**config.mk**
```make
export PLATFORM = sky130hd
export DESIGN_NAME = spi_tx_frame_fifo
export DESIGN_NICKNAME = d
export VERILOG_FILES = /design/src/rtl/spi_fifo_pkg.sv /design/src/rtl/spi_fifo_mem.sv /design/src/rtl/spi_tx_frame_fifo.sv
export SDC_FILE = /design/constraint.sdc
export NUM_CORES = 1
export LEC_CHECK = 0
export ABC_AREA = 0
export CAP_MARGIN = 0
export CORE_MARGIN = 4
export CORE_UTILIZATION = 44
export CTS_BUF_LIST = sky130_fd_sc_hd__clkbuf_16
export CTS_CLUSTER_DIAMETER = 120
export DETAILED_ROUTE_END_ITERATION = 10
export DONT_BUFFER_PORTS = 1
export GPL_TIMING_DRIVEN = 0
export PLACE_DENSITY_LB_ADDON = 0.25
export SETUP_SLACK_MARGIN = 0.15
export SLEW_MARGIN = 10
export SYNTH_ARGS = -nofsm -noshare
export SYNTH_HDL_FRONTEND = slang
export SYNTH_SLANG_ARGS = --single-unit
```
**constraint.sdc**
```tcl
create_clock -name clk -period 3.6 [get_ports clk]
set_input_delay 0.36 -clock clk [delete_from_list [all_inputs] [get_ports clk]]
set_output_delay 0.36 -clock clk [all_outputs]
set_load 0.02 [all_outputs]
```
**src/rtl/spi_fifo_pkg.sv**
```systemverilog
// Shared SPI frame FIFO constants and FSM encodings for the transmit and receive FIFOs.
// No logic; latency and backpressure are defined by the modules that import it.
package spi_fifo_pkg;
    localparam int DSIZE   = 8;
    localparam int NBYTES  = 15;
    localparam int FRAME_W = NBYTES * DSIZE;
    localparam int DEPTH   = 32;
    localparam int ASIZE   = 5;

    typedef enum logic {
        L_IDLE,
        L_LOAD
    } load_state_e;

    typedef enum logic [1:0] {
        T_IDLE,
        T_ACTIVE,
        T_GAP
    } tx_state_e;
endpackage

```
**src/rtl/spi_fifo_mem.sv**
```systemverilog
// DEPTH x DSIZE byte RAM: write lands on the clock edge, read is combinational (zero latency).
// No flow control of its own; the owner guarantees it never writes into an occupied slot.
module spi_fifo_mem
    import spi_fifo_pkg::*;
(
    input  logic             clk,
    input  logic             wr_en,
    input  logic [ASIZE-1:0] wr_addr,
    input  logic [DSIZE-1:0] wr_data,
    input  logic [ASIZE-1:0] rd_addr,
    output logic [DSIZE-1:0] rd_data
);
    logic [DSIZE-1:0] mem_q [DEPTH];

    always_ff @(posedge clk) begin
        if (wr_en) begin
            mem_q[wr_addr] <= wr_data;
        end
    end

    assign rd_data = mem_q[rd_addr];
endmodule

```
**src/rtl/spi_tx_frame_fifo.sv**
```systemverilog
// Parallel 15-byte frame in, bytes out to the MOSI shifter with spi_cs framing; first byte valid 16 cycles after accept.
// frame_ready drops while loading or when a frame would not fit; tx_ready low holds tx_data/spi_cs stable.
module spi_tx_frame_fifo
    import spi_fifo_pkg::*;
(
    input  logic               clk,
    input  logic               rst,
    input  logic [FRAME_W-1:0] frame_in,
    input  logic               frame_valid,
    output logic               frame_ready,
    output logic [DSIZE-1:0]   tx_data,
    output logic               tx_valid,
    input  logic               tx_ready,
    output logic               spi_cs,
    output logic               frame_done,
    output logic [ASIZE:0]     level
);
    localparam logic [ASIZE:0] LOAD_MAX_LEVEL = (ASIZE+1)'(DEPTH - NBYTES);
    localparam logic [3:0]     LAST_BYTE      = 4'(NBYTES - 1);

    load_state_e        lstate_q, lstate_d;
    tx_state_e          tstate_q, tstate_d;
    logic [FRAME_W-1:0] stage_q, stage_d;
    logic [3:0]         lidx_q, lidx_d;
    logic [3:0]         tcnt_q, tcnt_d;
    logic [ASIZE-1:0]   wr_ptr_q, wr_ptr_d;
    logic [ASIZE-1:0]   rd_ptr_q, rd_ptr_d;
    logic [ASIZE:0]     level_q, level_d;
    logic [ASIZE:0]     avail_q, avail_d;
    logic               spi_cs_q, spi_cs_d;
    logic               tx_valid_q, tx_valid_d;
    logic               frame_done_q, frame_done_d;

    logic             wr_en, load_end, pop, last_pop;
    logic [DSIZE-1:0] wr_data, rd_data;

    assign wr_en       = (lstate_q == L_LOAD);
    assign wr_data     = stage_q[DSIZE*lidx_q +: DSIZE];
    assign load_end    = wr_en && (lidx_q == LAST_BYTE);
    assign pop         = tx_valid_q && tx_ready;
    assign last_pop    = pop && (tcnt_q == LAST_BYTE);
    assign frame_ready = (lstate_q == L_IDLE) && (level_q <= LOAD_MAX_LEVEL);

    spi_fifo_mem u_mem (
        .clk     (clk),
        .wr_en   (wr_en),
        .wr_addr (wr_ptr_q),
        .wr_data (wr_data),
        .rd_addr (rd_ptr_q),
        .rd_data (rd_data)
    );

    always_comb begin
        lstate_d = lstate_q;
        stage_d  = stage_q;
        lidx_d   = lidx_q;
        case (lstate_q)
            L_IDLE: begin
                if (frame_valid && frame_ready) begin
                    stage_d  = frame_in;
                    lidx_d   = '0;
                    lstate_d = L_LOAD;
                end
            end
            L_LOAD: begin
                lidx_d = lidx_q + 1'b1;
                if (load_end) begin
                    lstate_d = L_IDLE;
                end
            end
            default: lstate_d = L_IDLE;
        endcase
    end

    // Leaving T_GAP and T_IDLE follow the same rule: start only on a fully loaded frame.
    always_comb begin
        tstate_d     = tstate_q;
        tcnt_d       = tcnt_q;
        spi_cs_d     = spi_cs_q;
        tx_valid_d   = tx_valid_q;
        frame_done_d = 1'b0;
        case (tstate_q)
            T_IDLE, T_GAP: begin
                if (avail_q != '0) begin
                    spi_cs_d   = 1'b1;
                    tx_valid_d = 1'b1;
                    tcnt_d     = '0;
                    tstate_d   = T_ACTIVE;
                end else begin
                    tstate_d   = T_IDLE;
                end
            end
            T_ACTIVE: begin
                if (pop) begin
                    tcnt_d = tcnt_q + 1'b1;
                end
                if (last_pop) begin
                    spi_cs_d     = 1'b0;
                    tx_valid_d   = 1'b0;
                    frame_done_d = 1'b1;
                    tstate_d     = T_GAP;
                end
            end
            default: tstate_d = T_IDLE;
        endcase
    end

    always_comb begin
        wr_ptr_d = wr_en ? wr_ptr_q + 1'b1 : wr_ptr_q;
        rd_ptr_d = pop ? rd_ptr_q + 1'b1 : rd_ptr_q;
        case ({wr_en, pop})
            2'b10:   level_d = level_q + 1'b1;
            2'b01:   level_d = level_q - 1'b1;
            default: level_d = level_q;
        endcase
        case ({load_end, last_pop})
            2'b10:   avail_d = avail_q + 1'b1;
            2'b01:   avail_d = avail_q - 1'b1;
            default: avail_d = avail_q;
        endcase
    end

    always_ff @(posedge clk or negedge rst) begin
        if (!rst) begin
            lstate_q     <= L_IDLE;
            tstate_q     <= T_IDLE;
            stage_q      <= '0;
            lidx_q       <= '0;
            tcnt_q       <= '0;
            wr_ptr_q     <= '0;
            rd_ptr_q     <= '0;
            level_q      <= '0;
            avail_q      <= '0;
            spi_cs_q     <= 1'b0;
            tx_valid_q   <= 1'b0;
            frame_done_q <= 1'b0;
        end else begin
            lstate_q     <= lstate_d;
            tstate_q     <= tstate_d;
            stage_q      <= stage_d;
            lidx_q       <= lidx_d;
            tcnt_q       <= tcnt_d;
            wr_ptr_q     <= wr_ptr_d;
            rd_ptr_q     <= rd_ptr_d;
            level_q      <= level_d;
            avail_q      <= avail_d;
            spi_cs_q     <= spi_cs_d;
            tx_valid_q   <= tx_valid_d;
            frame_done_q <= frame_done_d;
        end
    end

    assign tx_data    = tx_valid_q ? rd_data : '0;
    assign tx_valid   = tx_valid_q;
    assign spi_cs     = spi_cs_q;
    assign frame_done = frame_done_q;
    assign level      = level_q;
endmodule

```
# Word level (Yosys, flattened, before mapping)
# Memories as Yosys holds them, arrays and structs flattened.
# Cells that the tools add are included.
[classes]
addsub = 8
magnitude_cmp = 1
n_eq_ne = 12
shifts = 1
muxes = 21
bitwise_logic = 1
reduce_logical = 14
[op_table]
columns = ["operator", "count"]
rows = [
  ["$shiftx 120x8->8", 1],
  ["$pmux 6 s2", 2],
  ["$pmux 4 s2", 2],
  ["$add 6x1->6 const B", 2],
  ["$mux 4", 3],
  ["$sub 6x1->6 const B", 2],
  ["$add 5x1->5 const B", 2],
  ["$mux 1", 9],
  ["$add 4x1->4 const B", 2],
  ["$eq 4x4->1 const B", 2],
  ["$mux 8", 1],
  ["$eq 2x1->1 const B", 3],
  ["$eq 2x2->1 const B", 3],
  ["$le 6x5->1 const B", 1],
  ["$ne 2x2->1 const B", 3],
  ["$reduce_and 3->1", 2],
  ["$reduce_bool 2->1", 3],
  ["$reduce_bool 6->1", 1],
  ["$logic_and 1x1->1", 5],
  ["$pmux 1 s2", 2],
  ["$pmux 2 s2", 1],
  ["$logic_not 2->1", 1],
  ["$mux 2", 1],
  ["$ne 2x1->1 const B", 1],
  ["other kinds (3)", 3],
]
[word_totals]
ff_bits = 155
ram_bits = 256
output_inout_bits = 18
n_memories = 1
[mem_list]
columns = ["memory", "words", "width", "rd", "rd_ports_with_merged_regs", "wr", "line_no", "rtl"]
rows = [
  ["u_mem.mem_q", 32, 8, 1, 0, 1, "spi_fifo_mem.sv:13", "logic [DSIZE-1:0] mem_q [DEPTH];"],
]

# Logic depth before layout (Yosys ltp)
[depth]
ltp_word = 5
depth_mapped = 15
ltp_nobuf = 12

# Cells and area by module
# From an unflattened synthesis, not the netlist that was laid out.
[unflattened]
hier_cells = 942
area_unflattened_um2 = 17500.5
[by_module_without_submodules]
columns = ["module", "instances", "cells_per_inst", "area_each_um2", "seq_area_each_um2"]
rows = [
  ["spi_fifo_mem", 1, 409, 9893.2, 7687.4],
  ["spi_tx_frame_fifo", 1, 533, 7607.3, 3878.7],
]

# Worst setup path before layout
# Ideal clock, no wire load.
[synth_timing]
kind = "register to register"
start = "register lidx_q[0]"
end = "register avail_q[4]"
t_arrival_ns = 2.541
slack_ns = 0.934
stages_incl_launch_ff = 16
n_path_buf = 3
period_less_slack_ns = 2.666
cell_sequence = "dfrtp_1 buf_6 buf_4 inv_1 ha_1 and3_1 nand2_1 ha_1 buf_2 xor2_1 ha_1 a21o_1 a22oi_1 o221a_2 nor2_1 xor2_1"
[synth_via]
elab_chain_len = 4
[synth_rtl]
columns = ["item", "line_no", "rtl"]
rows = [
  ["start, declared", "spi_tx_frame_fifo.sv:24", "logic [3:0] lidx_q, lidx_d;"],
  ["start signal, assigned", "spi_tx_frame_fifo.sv:141", "lidx_q <= lidx_d;"],
  ["$eq 4x4->1 *", "spi_tx_frame_fifo.sv:39", "assign load_end = wr_en && (lidx_q == LAST_BYTE);"],
  ["$logic_and 1x1->1 *", "spi_tx_frame_fifo.sv:39", ""],
  ["$eq 2x1->1 / $eq 2x2->1 (equally long branches)", "spi_tx_frame_fifo.sv:116", "case ({load_end, last_pop})"],
  ["$pmux 6 s2 / $reduce_bool 2->1 (equally long branches)", "-", ""],
  ["end signal, assigned", "spi_tx_frame_fifo.sv:146", "avail_q <= avail_d;"],
  ["end, declared", "spi_tx_frame_fifo.sv:29", "logic [ASIZE:0] avail_q, avail_d;"],
]
# Mark *: on every way between the ends. The rest lies on a longest branch, timed or not.
# A chain may end at the register's enable or synchronous reset.

# Worst setup path after layout
[layout_timing]
start = "register rd_ptr_q[1]"
end = "output tx_data[7]"
[layout_via]
elab_chain_len = 2
[layout_rtl]
columns = ["item", "line_no", "rtl"]
rows = [
  ["start, declared", "spi_tx_frame_fifo.sv:27", "logic [ASIZE-1:0] rd_ptr_q, rd_ptr_d;"],
  ["start signal, assigned", "spi_tx_frame_fifo.sv:144", "rd_ptr_q <= rd_ptr_d;"],
  ["$mem_v2 32x8", "-", ""],
  ["$mux 8", "spi_tx_frame_fifo.sv:153", "assign tx_data = tx_valid_q ? rd_data : '0;"],
  ["end, declared", "spi_tx_frame_fifo.sv:11", "output logic [DSIZE-1:0] tx_data,"],
]
# No other way between the ends.

==> summary.txt <==
Worst setup path
  • Worst Reg2Reg Path Length in Cells: 5
  • CP required: 3240 ps
  • WP depth: 6
  • Critical path endpoint category: output port
  • CP cell instances: clkbuf_8 > buf_2 > mux4_1 > nor2b_1 > a2111oi_0 > a211oi_2
  • Slowest cell on crit path: a2111oi_0
  • Crit path buf inv count: 2
  • CP top delay family: compound AO/OA/AOI/OAI gates
  • Crit path kind: reg2out
  • Critical path's largest stage delay: 890 ps
  • Maximum net fanout on the critical path: 10
  • Arr. time, crit path: 3040 ps
  • Worst setup SP type: flip-flop

STA
  • Clock Skews: 21.7 ps
  • Peak Freq: 294 MHz
  • Final slew viol count: 0
  • Unrepaired setup endpoints after global routing: no
  • Endpoints failing hold: 155
  • Setup TNS: 0 ps
  • Max_slew headroom: 31.2%
  • Final Cycle Share: 94.5%
  • Final worst slack: 198 ps
  • Min Clock Period, post-route: 3400 ps
  • Min Hold Slack: -498 ps
  • Final Setup Violations: 0
  • Slew @ Worst Pin: 1010 ps

Final layout
  • Share of layout cells above drive strength 1: 19.8%
  • Nets: 1342
  • Final Core Density: 53.3%
  • Synthesis-to-layout area growth: 18.4%
  • Post-Layout Cell Count: 1756
  • Fin area: 0.0208 sq mm

Hold path
  • Hold Path Class: in2async

Synthesis
  • Synth Flop Type: edfxtp_1
  • Synth warnings: 0
  • Cell taking the most area after synthesis: edfxtp_1
  • Post-Syn Area: 0.0175 sq mm
  • Synth Area per Inst: 17.0 sq um
  • Synth top cells by count: edfxtp_1 (256), dfrtp_1 (155), mux2i_1 (72)
  • Synth unique cells: 61
  • Post-synth EDFFs: 256
  • Synth top area share: 43.8%
  • Top post-synthesis cells by area: edfxtp_1 (44%), dfrtp_1 (22%), mux4_2 (7.2%)
  • Flops & latches, synth: 411
  • Sequential area share after synthesis: 65.9%
  • Gate Count Post-Synth: 1034
  • Async SR Flop Fraction: 37.7%
  • Cell with the most instances after synthesis: edfxtp_1
  • Post-Syn Nets: 1176

Placement
  • Post-DP HPWL: 25.9 mm
  • Routability cong.: 0.814
  • Pre-CTS WS: 473 ps
  • Placed insts: 1552
  • # port buffers: 0
  • Cell area after placement: 0.0182 sq mm

Power
  • Sw Share: 35.8%
  • Sequential fraction of design power: 41.2%
  • Clock share of power: 20.9%
  • Leak Pwr: 7.76 nW
  • Maximum vdd drop: 0.752 mV
  • P per Cell Area: 960 mW/mm^2
  • Logic pwr share: 37.8%
  • P_int: 0.0128 W
  • Net Switching: 0.00713 W

Routing
  • Pre-antenna DRT Iters: 6
  • Vias: 9747
  • # DRC: 0
  • WL final: 40.5 mm
  • Initial DRC Count: 646
  • Antenna Nets Post-Route: 0
  • Vias per Instance: 5.55
  • Routed WL per cell: 23.1 um

Clock tree
  • Cts bufs inserted: 43
  • Post-CTS Hold Buffers: 121
  • Clock slew seen by the registers of the worst setup and hold paths: 60 ps
  • Clk_lat worst skew: 560 ps
  • Clk Tree Root Cell: clkbuf_16
  • # H-tree levels: 2
  • Clk sinks: 411
  • Post-CTS setup buffer count: 0
  • TritonCTS clock tree: done
  • Clock Path Buffers: 3

Global route
  • Pin count of the biggest net entering global routing: 156
  • Met1 usage: 24.7%
  • Grt ovf: 0
  • Met3 GRT Util: 4.02%
  • Busiest grt layer: met2
  • Initial antenna violation count: 4
  • Vias in the first global route: 10500
  • Gr usage total: 18.7%
  • First-pass GRT wire length: 62.6 mm
  • Met2 usage: 31.4%

Floorplan
  • Top Ports: 142
  • Die height: 208 um
  • Starting Density: 45.0%
  • Core footprint: 0.0390 sq mm
  • Die span in x: 208 um
  • Row Count: 72
  • Die footprint: 0.0431 sq mm

Job
  • Max-capacitance violation count: 0

Outcome
  • Status: finished, violations left
  • Failing checks: negative hold slack
==> final timing paths <==
kind / start / to / slack [ps]
max in group asynchronous: rst / tx_valid$_DFFE_PN0P_ / 3900
setup / recovery: rd_ptr_q[1]$_DFFE_PN0N_ / tx_data[7] / 200
min in group clk: tx_ready / rd_ptr_q[0]$_DFFE_PN0N_ / 320
hold / removal: rst / stage_q[47]$_DFFE_PN0P_ / -500
setup reg to reg: lidx_q[1]$_DFFE_PN0P_ / u_mem.mem_q[26][3]$_DFFE_PP_ / 580
hold reg to reg: avail_q[5]$_DFFE_PN0P_ / avail_q[5]$_DFFE_PN0P_ / 480
==> worst register-to-register path: cells and delay by family, from the launching register on <==
kind | cells | cell delay, ps
muxes | 2 | 1200
buffers and inverters | 2 | 860
DFF | 1 | 370
AOI/OAI and AO/OA | 1 | 170
==> power by group through the flow <==
stage          clock network [W]  registers (W)  logic (W)
3_5_place_dp                   0        0.00829    0.00735
4_1_cts                  0.00425        0.00820    0.00757
2_1_floorplan                  0        0.00804    0.00509
3_3_place_gp                   0        0.00824    0.00716
6_report                 0.00417        0.00822    0.00754
5_1_grt                  0.00448        0.00835    0.00813
==> flip-flops by register name (all words and copies together), names as in the netlist, 2 cells and up <==
register,cells
lidx_q,4
tstate_q,2
tcnt_q,4
avail_q,6
wr_ptr_q,5
stage_q,120
level,6
rd_ptr_q,5
u_mem.mem_q,256
==> area by class of cell <==
type                            instances  area [sq um]
Antenna cell                            3          7.51
Buffer                                 62           464
Clock buffer                           44          1100
Clock inverter                         36           223
Fill cell                            3096         18200
Inverter                               13          48.8
Multi-Input combinational cell        548          5500
Sequential cell                       411         11600
Tap cell                              518           648
Timing Repair Buffer                  121          1210
==> layout by cell type (no fill, tap or decap), drive strengths merged, types with 18 or more instances in the layout <==
cell,count
mux2,123
o21ai,28
o22ai,18
dlygate4sd3,122
nand2,28
clkbuf,63
edfxtp,256
buf,41
mux4,64
a22oi,18
nor2,46
inv,29
mux2i,72
dfrtp,155
==> timing repair <==
action,4_1_cts,5_1_grt
pin swaps,0,0
resized for setup,9,1
hold endpoints to repair,276,155
setup endpoints to repair,8,2
==> stage by stage <==
| step | power, W | hold slack, ps |
|---|---|---|
| floorplan | 0.0131 | 64.4 |
| global placement | 0.0154 | 71.0 |
| detailed placement | 0.0156 | 69.3 |
| CTS | 0.0200 | -535 |
| global route | 0.0210 | -537 |
| finish | 0.0199 | -498 |
==> metal layers <==
layer | share of wire (%) | vias up | wire length (um)
met5 | 0.020 | - | 8
met4 | 2.5 | 2 | 1030
met2 | 50 | 280 | 20200
met3 | 5.9 | 73 | 2370
li1 | - | 4346 | -
met1 | 42 | 5046 | 16900
==> kinds of logic after synthesis <==
family | share of synthesized area, %
buffers and inverters | 2.92
AOI/OAI and AO/OA | 4.49
adders and majority gates | 1.33
and+or+nand+nor | 3.89
muxes | 20.4
DFF | 65.9
xor gates and xnor gates | 1.05
Note: power is estimated with default switching activity, not from simulation.
